--- config.mk ---
export PLATFORM = sky130hd
export DESIGN_NAME = ram_arbiter
export DESIGN_NICKNAME = d
export VERILOG_FILES = /design/src/rtl/ram_arbiter.sv
export SDC_FILE = /design/constraint.sdc
export NUM_CORES = 1
export LEC_CHECK = 0
export CAP_MARGIN = 15
export CORE_MARGIN = 5
export CORE_UTILIZATION = 40
export CTS_BUF_LIST = sky130_fd_sc_hd__clkbuf_2
export CTS_CLUSTER_DIAMETER = 50
export DETAILED_ROUTE_END_ITERATION = 10
export DONT_BUFFER_PORTS = 1
export HOLD_SLACK_MARGIN = 0.05
export SYNTH_ARGS = -nofsm -noshare
export SYNTH_HDL_FRONTEND = slang
export SYNTH_SLANG_ARGS = --single-unit
--- constraint.sdc ---
create_clock -name clk -period 2.8 [get_ports clk]
set_input_delay 0.42 -clock clk [delete_from_list [all_inputs] [get_ports clk]]
set_output_delay 0.42 -clock clk [all_outputs]
set_load 0.01 [all_outputs]
--- src/rtl/ram_arbiter.sv ---
// rtl/ram_arbiter.sv - two-port (CPU/DMA) arbiter for a shared single-command RAM port
// Optional feature macro: RAM_ARB_ROUND_ROBIN_EN (round-robin in IDLE; fixed CPU priority when undefined)
module ram_arbiter #(
    parameter int AWIDTH = 8,
    parameter int DWIDTH = 16
) (
    input  logic              clk,
    input  logic              rst,
    input  logic              cpu_req,
    input  logic              cpu_we,
    input  logic [AWIDTH-1:0] cpu_addr,
    input  logic [DWIDTH-1:0] cpu_wdata,
    output logic              cpu_gnt,
    output logic              cpu_rvalid,
    output logic [DWIDTH-1:0] cpu_rdata,
    input  logic              dma_req,
    input  logic              dma_we,
    input  logic              dma_lock,
    input  logic [AWIDTH-1:0] dma_addr,
    input  logic [DWIDTH-1:0] dma_wdata,
    output logic              dma_gnt,
    output logic              dma_rvalid,
    output logic [DWIDTH-1:0] dma_rdata,
    output logic              ram_rd,
    output logic              ram_wr,
    output logic [AWIDTH-1:0] ram_raddr,
    output logic [AWIDTH-1:0] ram_waddr,
    output logic [DWIDTH-1:0] ram_wdata,
    input  logic [DWIDTH-1:0] ram_rdata
);

    typedef enum logic {
        IDLE    = 1'b0,
        OWN_DMA = 1'b1
    } state_t;

    state_t     state;
    state_t     state_nxt;
    logic [3:0] lock_cnt;
    logic [3:0] lock_cnt_nxt;
    logic       rd_pend_cpu;
    logic       rd_pend_dma;
    logic       force_cpu;

`ifdef RAM_ARB_ROUND_ROBIN_EN
    // 1 when DMA was the most recent port granted
    logic       last_dma;
`endif

    // Locked DMA has had 15 consecutive cycles: this cycle is opened up to the CPU
    assign force_cpu = (state == OWN_DMA) && dma_lock && (lock_cnt == 4'd15);

    // Grant selection and next-state; reset blanks all grants
    always_comb begin
        state_nxt    = state;
        lock_cnt_nxt = lock_cnt;
        cpu_gnt      = 1'b0;
        dma_gnt      = 1'b0;
        if (rst) begin
            state_nxt    = IDLE;
            lock_cnt_nxt = 4'd0;
        end else if ((state == OWN_DMA) && dma_lock && !force_cpu) begin
            dma_gnt      = dma_req;
            lock_cnt_nxt = lock_cnt + 4'd1;
            state_nxt    = OWN_DMA;
        end else if (force_cpu) begin
            // One-cycle window with CPU priority; the lock is still held so ownership resumes
            cpu_gnt      = cpu_req;
            dma_gnt      = dma_req & ~cpu_req;
            lock_cnt_nxt = 4'd0;
            state_nxt    = OWN_DMA;
        end else begin
            lock_cnt_nxt = 4'd0;
`ifdef RAM_ARB_ROUND_ROBIN_EN
            if (cpu_req && dma_req) begin
                cpu_gnt = last_dma;
                dma_gnt = ~last_dma;
            end else begin
                cpu_gnt = cpu_req;
                dma_gnt = dma_req;
            end
`else
            cpu_gnt = cpu_req;
            dma_gnt = dma_req & ~cpu_req;
`endif
            state_nxt = (dma_gnt && dma_lock) ? OWN_DMA : IDLE;
        end
    end

    // Granted port's command goes straight to the RAM in the same cycle
    always_comb begin
        ram_rd    = (cpu_gnt & ~cpu_we) | (dma_gnt & ~dma_we);
        ram_wr    = (cpu_gnt & cpu_we) | (dma_gnt & dma_we);
        ram_raddr = dma_gnt ? dma_addr : cpu_addr;
        ram_waddr = dma_gnt ? dma_addr : cpu_addr;
        ram_wdata = dma_gnt ? dma_wdata : cpu_wdata;
    end

    // Read data returns one cycle later; reset in that cycle swallows it
    always_comb begin
        cpu_rvalid = rd_pend_cpu & ~rst;
        dma_rvalid = rd_pend_dma & ~rst;
        cpu_rdata  = cpu_rvalid ? ram_rdata : '0;
        dma_rdata  = dma_rvalid ? ram_rdata : '0;
    end

    // FSM state, lock counter and pending-read tags
    always_ff @(posedge clk) begin
        if (rst) begin
            state       <= IDLE;
            lock_cnt    <= 4'd0;
            rd_pend_cpu <= 1'b0;
            rd_pend_dma <= 1'b0;
        end else begin
            state       <= state_nxt;
            lock_cnt    <= lock_cnt_nxt;
            rd_pend_cpu <= cpu_gnt & ~cpu_we;
            rd_pend_dma <= dma_gnt & ~dma_we;
        end
    end

`ifdef RAM_ARB_ROUND_ROBIN_EN
    // Last-winner pointer moves only when somebody is granted
    always_ff @(posedge clk) begin
        if (rst) begin
            last_dma <= 1'b0;
        end else if (cpu_gnt || dma_gnt) begin
            last_dma <= dma_gnt;
        end
    end
`endif

endmodule
Word-level counts from Yosys, hierarchy flattened. Cells that the tools add are included.

Bitwise logic cells: 14. Add/sub/neg operators: 1. Mux-type cells: 11. Equality and inequality tests: 1. Reduce and logical (&&, ||, !) cells: 6.

Operators by type and width (count): $mux W16 (3); $mux W8 (1); $and A1 B1 Y1 (7); $mux W1 (7); $not A1 Y1 (5); $add A4 B1 Y4 const B (1); $eq A4 B4 Y1 const B (1); $logic_and A1 B1 Y1 (4); $or A1 B1 Y1 (2); $reduce_or A2 Y1 (1); $logic_not A1 Y1 (1).

Logic and storage cells: 37. Register bits: 7. Input port bits: 71.

Longest topological paths before layout. Gate-level depths: netlist (run 1).

Depth in word-level cells: 8. Depth in mapped cells: 6. Gate-level depth less buffers: 4.

Worst setup path before layout (run 1). No wires, ideal clock.

Path kind: flip-flop to output port. From: register lock_cnt[0]. To: output port ram_waddr[5]. Cell stages (with the launch flop): 7. Path buffers: 2. Path slack: 844 ps. Required time: 2380 ps. Data arrival time: 1536 ps. Cell sequence: dfxtp_1 -> ha_1 -> nand4_1 -> nand3_4 -> buf_12 -> mux2_4 -> buf_4.

Word-level cells in the longest chain between the ends: 7.

Ends and longest elaborated chain: start: declaration (line 39) `logic [3:0] lock_cnt;`; start signal: assignment (line 116) `lock_cnt <= lock_cnt_nxt;`; $eq A4 B4 Y1 (line 51) `assign force_cpu = (state == OWN_DMA) && dma_lock && (lock_cnt == 4'd15);`; $logic_and A1 B1 Y1 (line 51); $logic_not A1 Y1 (line 62) `end else if ((state == OWN_DMA) && dma_lock && !force_cpu) begin`; $logic_and A1 B1 Y1 (line 62); $mux W1 (line 62); $mux W1 (line 59) `if (rst) begin`; $mux W8; end: declaration (line 27) `output logic [AWIDTH-1:0] ram_waddr,`.

Every way passes these cells.

Worst setup path in the final report (run 1).
From: register lock_cnt[0]. To: output port ram_raddr[2].

Word-level cells in the longest chain between the ends: 7.

Ends and longest elaborated chain: $eq A4 B4 Y1 (line 51); $logic_and A1 B1 Y1 (line 51); $logic_not A1 Y1 (line 62); $logic_and A1 B1 Y1 (line 62); $mux W1 (line 62); $mux W1 (line 59); $mux W8 (line 94) `ram_raddr = dma_gnt ? dma_addr : cpu_addr;`; end: declaration (line 26) `output logic [AWIDTH-1:0] ram_raddr,`.

Every way passes these cells.

==> results summary, run 1 <==
The global placement routability congestion came out at 0.643. The dominant synthesized flop cell is sky130_fd_sc_hd__dfxtp_1. The growth of design area from synthesis to finish came out at -5.19%.

The total setup violations reported at the end of the flow came out at 0. The worst-case vdd ir drop is 0.000179 V. The via count of the first global-routing pass came to approximately 740.

The post-detailed-route DRC marker count came out at 0. The clock power share came out at between 20% and 30%. The worst path meets setup with 433 ps of slack. Based on the critical path, the design can be clocked at up to 0.422 GHz. Leaving out filler cells and counting taps, the final layout contains between 100 and 150.

The final setup TNS is 0 ps. The number of warnings reported in the yosys synthesis log is 0. After technology mapping, the gate count stands at 106. The floorplan row count is 18. Leaving out fill and tap cells, the most frequent cell in the layout is sky130_fd_sc_hd__and2_1. The filler cells instantiated in the layout total 232. The core region is 2410 um2.

The final-report hold violation count is 0. Synthesis instantiated 29 different standard cells from the library. The mapped netlist covers about 1000 um2. The first-pass iteration count of the detailed router is 5. In this design, the largest share of critical-path delay is due to simple AND/OR/NAND/NOR gates. The clock reaches the later pin of the worst-skew pair after 250 ps. After synthesis the netlist holds a flip-flop and latch count of 7. The power density relative to cell area came out at 291 nW/um2. The switching power as a share of total power came out at between 30% and 40%. Clock tree synthesis found a total of 7 sinks. The shortest period the worst path allows came out at 2370 ps. The sequential element share of the synthesized area came out at 14.2%.

The worst setup path is captured at an output port. Input and output buffers added on the ports amount to 0. Setup repair after global routing left no endpoint under its margin. The detailed-route via count is 750.

The number of max-slew violations in the final report is 0. The overall power is 0.273 mW. The share of total power dissipated in combinational logic is 34.9%.

The global-route wire length before repair is ~3200 um. For the pin with the worst max-slew slack, the measured transition is 905 ps. The number of vias per cell after detailed routing came out at 5.91.

The number of DRC markers after the initial detailed-route iteration is 26. Clock skew on the completed layout was measured at 6.06 ps. The share of async-settable or async-resettable flops after synthesis is 0%. Cells with a size suffix above 1 make up 33.0% of the layout. During I/O placement, the number of pins put on the boundary was 141. The clock-pin slew on the worst setup and hold paths came out at 90 ps. The vertical die dimension is 59.7 um. The residual overflow from global routing is 0. The share of the clock period used by the worst path is 84.5%. The cell-internal power came out at 0.178 mW. In the final routed layout, each cell accounts on average for 20.0 um. The area enclosed by the die boundary is between 3000 and 4000 um2.

The sequential fraction of design power came out at 37.3%. The count of nets left with antenna violations after detail routing is 0. The buffers inserted during post-CTS setup optimization came out at 0. The final net count is 170. The footprint of the multi-input gates came out at 732 um2. Each instance of the synthesized netlist takes up on average 9.32 um2.

The clock tree from TritonCTS is yes. After clock tree synthesis, the flow added hold-fix buffers numbering 0. Along the worst path, the maximum fanout reaches 27. The worst setup path is launched from a register.

Data arrives at the worst endpoint at between 1500 and 2000 ps. Walking the worst path, the cells encountered are ha_1 > nand4_1 > nand3_4 > mux2_2. The root buffer selected by CTS is sky130_fd_sc_hd__clkbuf_2. Timing analysis after detailed placement gives a worst setup slack of 700 ps. The pin count of the biggest net entering global routing is 28.

The static leakage is 0.422 nW. STA puts the critical path data required time at 2380 ps. The type of the setup path with the least slack is reg2out. Synthesis produced a netlist with a net count of between 150 and 200. The worst relative slew slack came out at 39.6%. The number of placed instances, taps included is roughly 120. The chip width is ~60 um. The repair_antennas step left the layout with diodes totalling 0. The global routing usage summed across all routing layers is between 10% and 20%. The power spent charging and discharging nets came out at around 0.095 mW.

The number of levels in the clock H-tree came out at 1. The largest stage delay on the critical path came out at 460 ps. The routed design has 2540 um of wire. The core utilization of the finished layout came out at 38.9%. The number of enable flip-flop cells after synthesis came out at 0. The number of antenna violations at the first check in global routing is 0. The initial standard-cell utilization of the core is about two fifths.

The sequential cell area is around 140 um2. The number of maximum-capacitance violations is 0. The clock passes through at most 2 buffers. In this run the worst hold path is classified as in2reg.

The number of gates resized after cts came out at 0. Counting the buffers created by CTS gives 3. The slowest stage of the critical path belongs to the cell sky130_fd_sc_hd__mux2_2.

In the layout the commonest cells are sky130_fd_sc_hd__and2_1, sky130_fd_sc_hd__mux2_4, sky130_fd_sc_hd__mux2_2, sky130_fd_sc_hd__dfxtp_1. The flow ran to the end, and the final reports show no timing, DRC or antenna violations. The buffer and inverter count on the worst path came out at 0.
-- flip-flops by register name (all words and copies together), names as in the netlist --
register     count
lock_cnt         4
rd_pend_cpu      1
rd_pend_dma      1
state            1
-- worst register-to-register path: stages (launching register included) --
cell,delay [ps]
sky130_fd_sc_hd__dfxtp_1,380
sky130_fd_sc_hd__ha_1,240
sky130_fd_sc_hd__nand4_1,200
sky130_fd_sc_hd__nand3_4,400
sky130_fd_sc_hd__nor2_1,90
-- worst paths after layout --
path | start | slack, ps | cells past startpoint | endpoint
max reg2reg | lock_cnt[0] | 1360 | 4 | rd_pend_dma
min | cpu_we | 230 | 1 | rd_pend_cpu
max | lock_cnt[0] | 430 | 4 | ram_raddr[2]
min reg2reg | lock_cnt[0] | 490 | 1 | lock_cnt[0]
-- kinds of logic after synthesis --
group | share of synthesized area, %
fa+ha+maj | 1.27
simple gates | 32.2
flops | 14.2
xor+xnor | 0.886
buf+inv | 11.8
mux | 33.8
compound gates | 5.95
-- stage by stage --
step	hold slack [ps]	instance area, um2
detailed placement	478	917
floorplan	453	988
finish	234	937
CTS	226	937
global route	222	937
global placement	460	917
-- power groups by stage --
stage / combinational, mW / sequential, mW / clock, mW
floorplan: 0.106 / 0.104 / 0
global placement: 0.0964 / 0.104 / 0
detailed placement: 0.0964 / 0.104 / 0
CTS: 0.0967 / 0.102 / 0.0789
global route: 0.102 / 0.102 / 0.0828
finish: 0.0953 / 0.102 / 0.0756
-- final cells by class --
cell class                 count  area share, %
clock buffer                   3           1.60
clock inverter                 1          0.534
inverter                       2          0.801
multi-input combinational     84           78.1
sequential                     7           15.0
tap                           30           4.01
-- per-layer routing --
| metal | up-vias | track usage [%] | part of all wire, % |
|---|---|---|---|
| met5 | - | 0 | 0 |
| met4 | 0 | 3.16 | 1.2 |
| met3 | 5 | 4.32 | 15 |
| met2 | 74 | 19.9 | 52 |
| met1 | 332 | 12.0 | 32 |
| li1 | 339 | - | - |
-- synth_stat cells, types with 2 or more instances --
master	count	area, um2
sky130_fd_sc_hd__nor2_1	3	11.3
sky130_fd_sc_hd__mux2_2	7	78.8
sky130_fd_sc_hd__nor4_1	2	12.5
sky130_fd_sc_hd__mux2_4	17	255
sky130_fd_sc_hd__buf_2	2	10.0
sky130_fd_sc_hd__nor2b_2	2	17.5
sky130_fd_sc_hd__buf_4	8	60.1
sky130_fd_sc_hd__and2_1	32	200
sky130_fd_sc_hd__nor3_1	2	10.0
sky130_fd_sc_hd__nand2_1	2	7.51
sky130_fd_sc_hd__a21oi_1	3	15.0
sky130_fd_sc_hd__dfxtp_1	7	140
sky130_fd_sc_hd__nand4_1	2	12.5
sky130_fd_sc_hd__inv_1	2	7.51
Note: power is estimated with default switching activity, not from simulation.
==> run 2: changes to the inputs <==
==> constraint.sdc (replaced) <==
create_clock -name clk -period 2.38 [get_ports clk]
set_input_delay 0.357 -clock clk [delete_from_list [all_inputs] [get_ports clk]]
set_output_delay 0.357 -clock clk [all_outputs]
set_load 0.01 [all_outputs]
==> run 2 against run 1 <==
Against the previous run: clock power is 14% higher; register-to-register slack got worse by 350 ps; hold slack lost 46 ps; final area grew 0.80%; flip-flop and latch count unchanged; worst setup slack worse by 260 ps; global-route usage down 0.12 points; total power is 17% higher; cell count grew 0.79%; via count fell by 1.7%; sequential share of layout area decreased by 0.12 points; critical endpoint unchanged; highest routed layer unchanged.
==> results summary, run 2 (synthesis gave the netlist of run 1 again) <==
Detailed placement ended at an HPWL of 2150 um. For the worst-skew pair, the clock arrives at the later sink with an insertion delay of 230 ps. The wire length reported by the detailed router came out at 2490 um. The number of DRC markers after the initial detailed-route iteration came out at 31. In the final design database the tool counted 171 nets.

After detailed routing, the average wire length per cell comes to 19.4 um. In the final layout, the share of cells above drive strength 1 is approximately 34%. In this run the tightest slew margin relative to its limit is 64.3%. The vertical die dimension came out at 59.7 um. The required time at the endpoint of the critical path is a little over 2000 ps. The number of levels in the clock H-tree came out at 1.

The post-place setup slack came out at roughly 370 ps. The initial standard-cell utilization of the core is 41.0%. The non-filler instance count after layout came out at 128. For the final routed database, the setup TNS stands at 0 ps. The area enclosed by the die boundary is 3570 um2.

The cell sitting at the root of the clock tree is a sky130_fd_sc_hd__clkbuf_2. In the layout the commonest cells are sky130_fd_sc_hd__and2_1, sky130_fd_sc_hd__mux2_4, sky130_fd_sc_hd__mux2_2, sky130_fd_sc_hd__dfxtp_1, sky130_fd_sc_hd__clkbuf_2. Input and output buffers added on the ports amount to 0. The number of antenna violations at the first check in global routing is 0. The global routing usage summed across all routing layers is 11.0%. Leaving out fill and tap cells, the most frequent cell in the layout is sky130_fd_sc_hd__and2_1. The global placement routability congestion came out at 0.636. The floorplan row count is 18. The share of the clock period used by the worst path is 92.8%.

The worst-case vdd ir drop is 0.000239 V. The pin count of the biggest net entering global routing is 28. The tool flagged a number of max-cap violations equal to 0. lock_cnt holds more flip-flops than any other register. The total clock buffers created by CTS is 3. The static leakage is approximately 0.43 nW.

The residual overflow from global routing is 0. The worst setup path is captured at an output port. The flow ran to the end, and the final reports show no timing, DRC or antenna violations.

For this run, the top clock speed supported by timing is between 0.4 and 0.5 GHz. The post-layout worst setup margin came out at 171 ps. The signal arrival time at the worst endpoint is 1850 ps. The fill cell instance count of the final layout is 233. The number of max-slew violations in the final report is 0. Setup repair after global routing left no endpoint under its margin. The post-detailed-route DRC marker count is 0. The first-pass iteration count of the detailed router came out at 4. On the final layout, the worst clock skew is 4.55 ps.

The number of setup buffers added after CTS is 0. The final standard cell area without fillers came out at 945 um2. The count of nets left with antenna violations after detail routing came out at 0. The final-report hold violation count came out at 0. Setup violations remaining at the end of the flow were counted as 0. The number of placed instances, taps included came out at 124. The number of primary I/O pins came out at between 100 and 150. The global-route wire length before repair is 3080 um. The register with the most flip-flops in the layout has 4 of them.

The via count of the first global-routing pass is 716. The slew of the pin with the lowest slew margin is 533 ps. The number of sinks handled by clock tree synthesis came out at 7. The number of antenna repair diodes is 0. TritonCTS built the clock tree. The instance area at placement came out at 925 um2. STA classifies the critical path startpoint as a register. The die is 59.7 um wide.

The critical path is of the reg2out type. The top fanout value on the critical path is 27. The total area inside the core boundary comes to around 2400 um2. The detailed-route via count is 737. The power density relative to cell area is 338 nW/um2. The maximum buffer depth of the clock tree is 2. The shortest period the worst path allows is 2210 ps. The design draws 0.319 mW. The clock-pin slew on the worst setup and hold paths is ~70 ps. The number of gates resized after cts came out at 0.

The number of buffers inserted by hold repair at cts came out at 0. The worst hold path class is in2reg. The area growth from synthesis to layout is -4.43%.

The number of vias per cell after detailed routing came out at 5.76.
==> run 2: cell count changes in the layout (fill, tap and decap cells not counted) <==
cell / delta
sky130_fd_sc_hd__buf_4: +1
sky130_fd_sc_hd__clkbuf_2: +1
sky130_fd_sc_hd__clkinv_2: -1
==> run 2: cell type report <==
type / instances / area, um2 / share of cell area (%)
Clock buffer: 4 / 20.0 / 2.12
Inverter: 2 / 7.51 / 0.795
Sequential cell: 7 / 140 / 14.8
Timing Repair Buffer: 1 / 7.51 / 0.795
Tap cell: 30 / 37.5 / 3.97
Multi-Input combinational cell: 84 / 732 / 77.5
==> run 2: final timing paths <==
kind	start	endpoint	slack [ps]	depth (start not counted)
max	lock_cnt[0]	ram_raddr[2]	170	4
min	dma_we	rd_pend_dma	190	1
min reg2reg	lock_cnt[0]	lock_cnt[0]	480	1
max reg2reg	lock_cnt[0]	rd_pend_dma	1010	4
==> run 2: critical path, cell delays in order, from the launching register on <==
cell	delay, ps
sky130_fd_sc_hd__dfxtp_1	370
sky130_fd_sc_hd__ha_1	230
sky130_fd_sc_hd__nand4_1	190
sky130_fd_sc_hd__nand3_4	370
sky130_fd_sc_hd__mux2_2	460
==> run 2: report_power, final <==
group | leakage (nW) | internal (mW) | switching, mW | total (mW)
sequential | 0.0567 | 0.119 | 0.000954 | 0.120
combinational | 0.354 | 0.0531 | 0.0598 | 0.113
clock | 0.0166 | 0.0446 | 0.0416 | 0.0863
total | 0.428 | 0.217 | 0.102 | 0.319
==> run 2: stage by stage <==
step | util [%] | hold WS [ps]
floorplan | - | 429
global placement | 38.4 | 436
detailed placement | 38.4 | 435
CTS | 39.2 | 181
global route | 39.2 | 152
finish | 39.2 | 187
==> run 2: metal layers <==
metal | share of wire, % | track usage [%]
met5 | 0 | 0
met4 | 0.52 | 0.316
met3 | 16 | 6.26
met2 | 50 | 18.1
met1 | 34 | 13.2
==> run 3: changes to the inputs <==
--- a/config.mk
+++ b/config.mk
@@ -9,7 +9,7 @@
 export CORE_MARGIN = 5
 export CORE_UTILIZATION = 40
 export CTS_BUF_LIST = sky130_fd_sc_hd__clkbuf_2
-export CTS_CLUSTER_DIAMETER = 50
+export CTS_CLUSTER_DIAMETER = 200
 export DETAILED_ROUTE_END_ITERATION = 10
 export DONT_BUFFER_PORTS = 1
 export HOLD_SLACK_MARGIN = 0.05
==> results of run 3 <==
Final layout, timing and power as in run 2 (identical DEF).
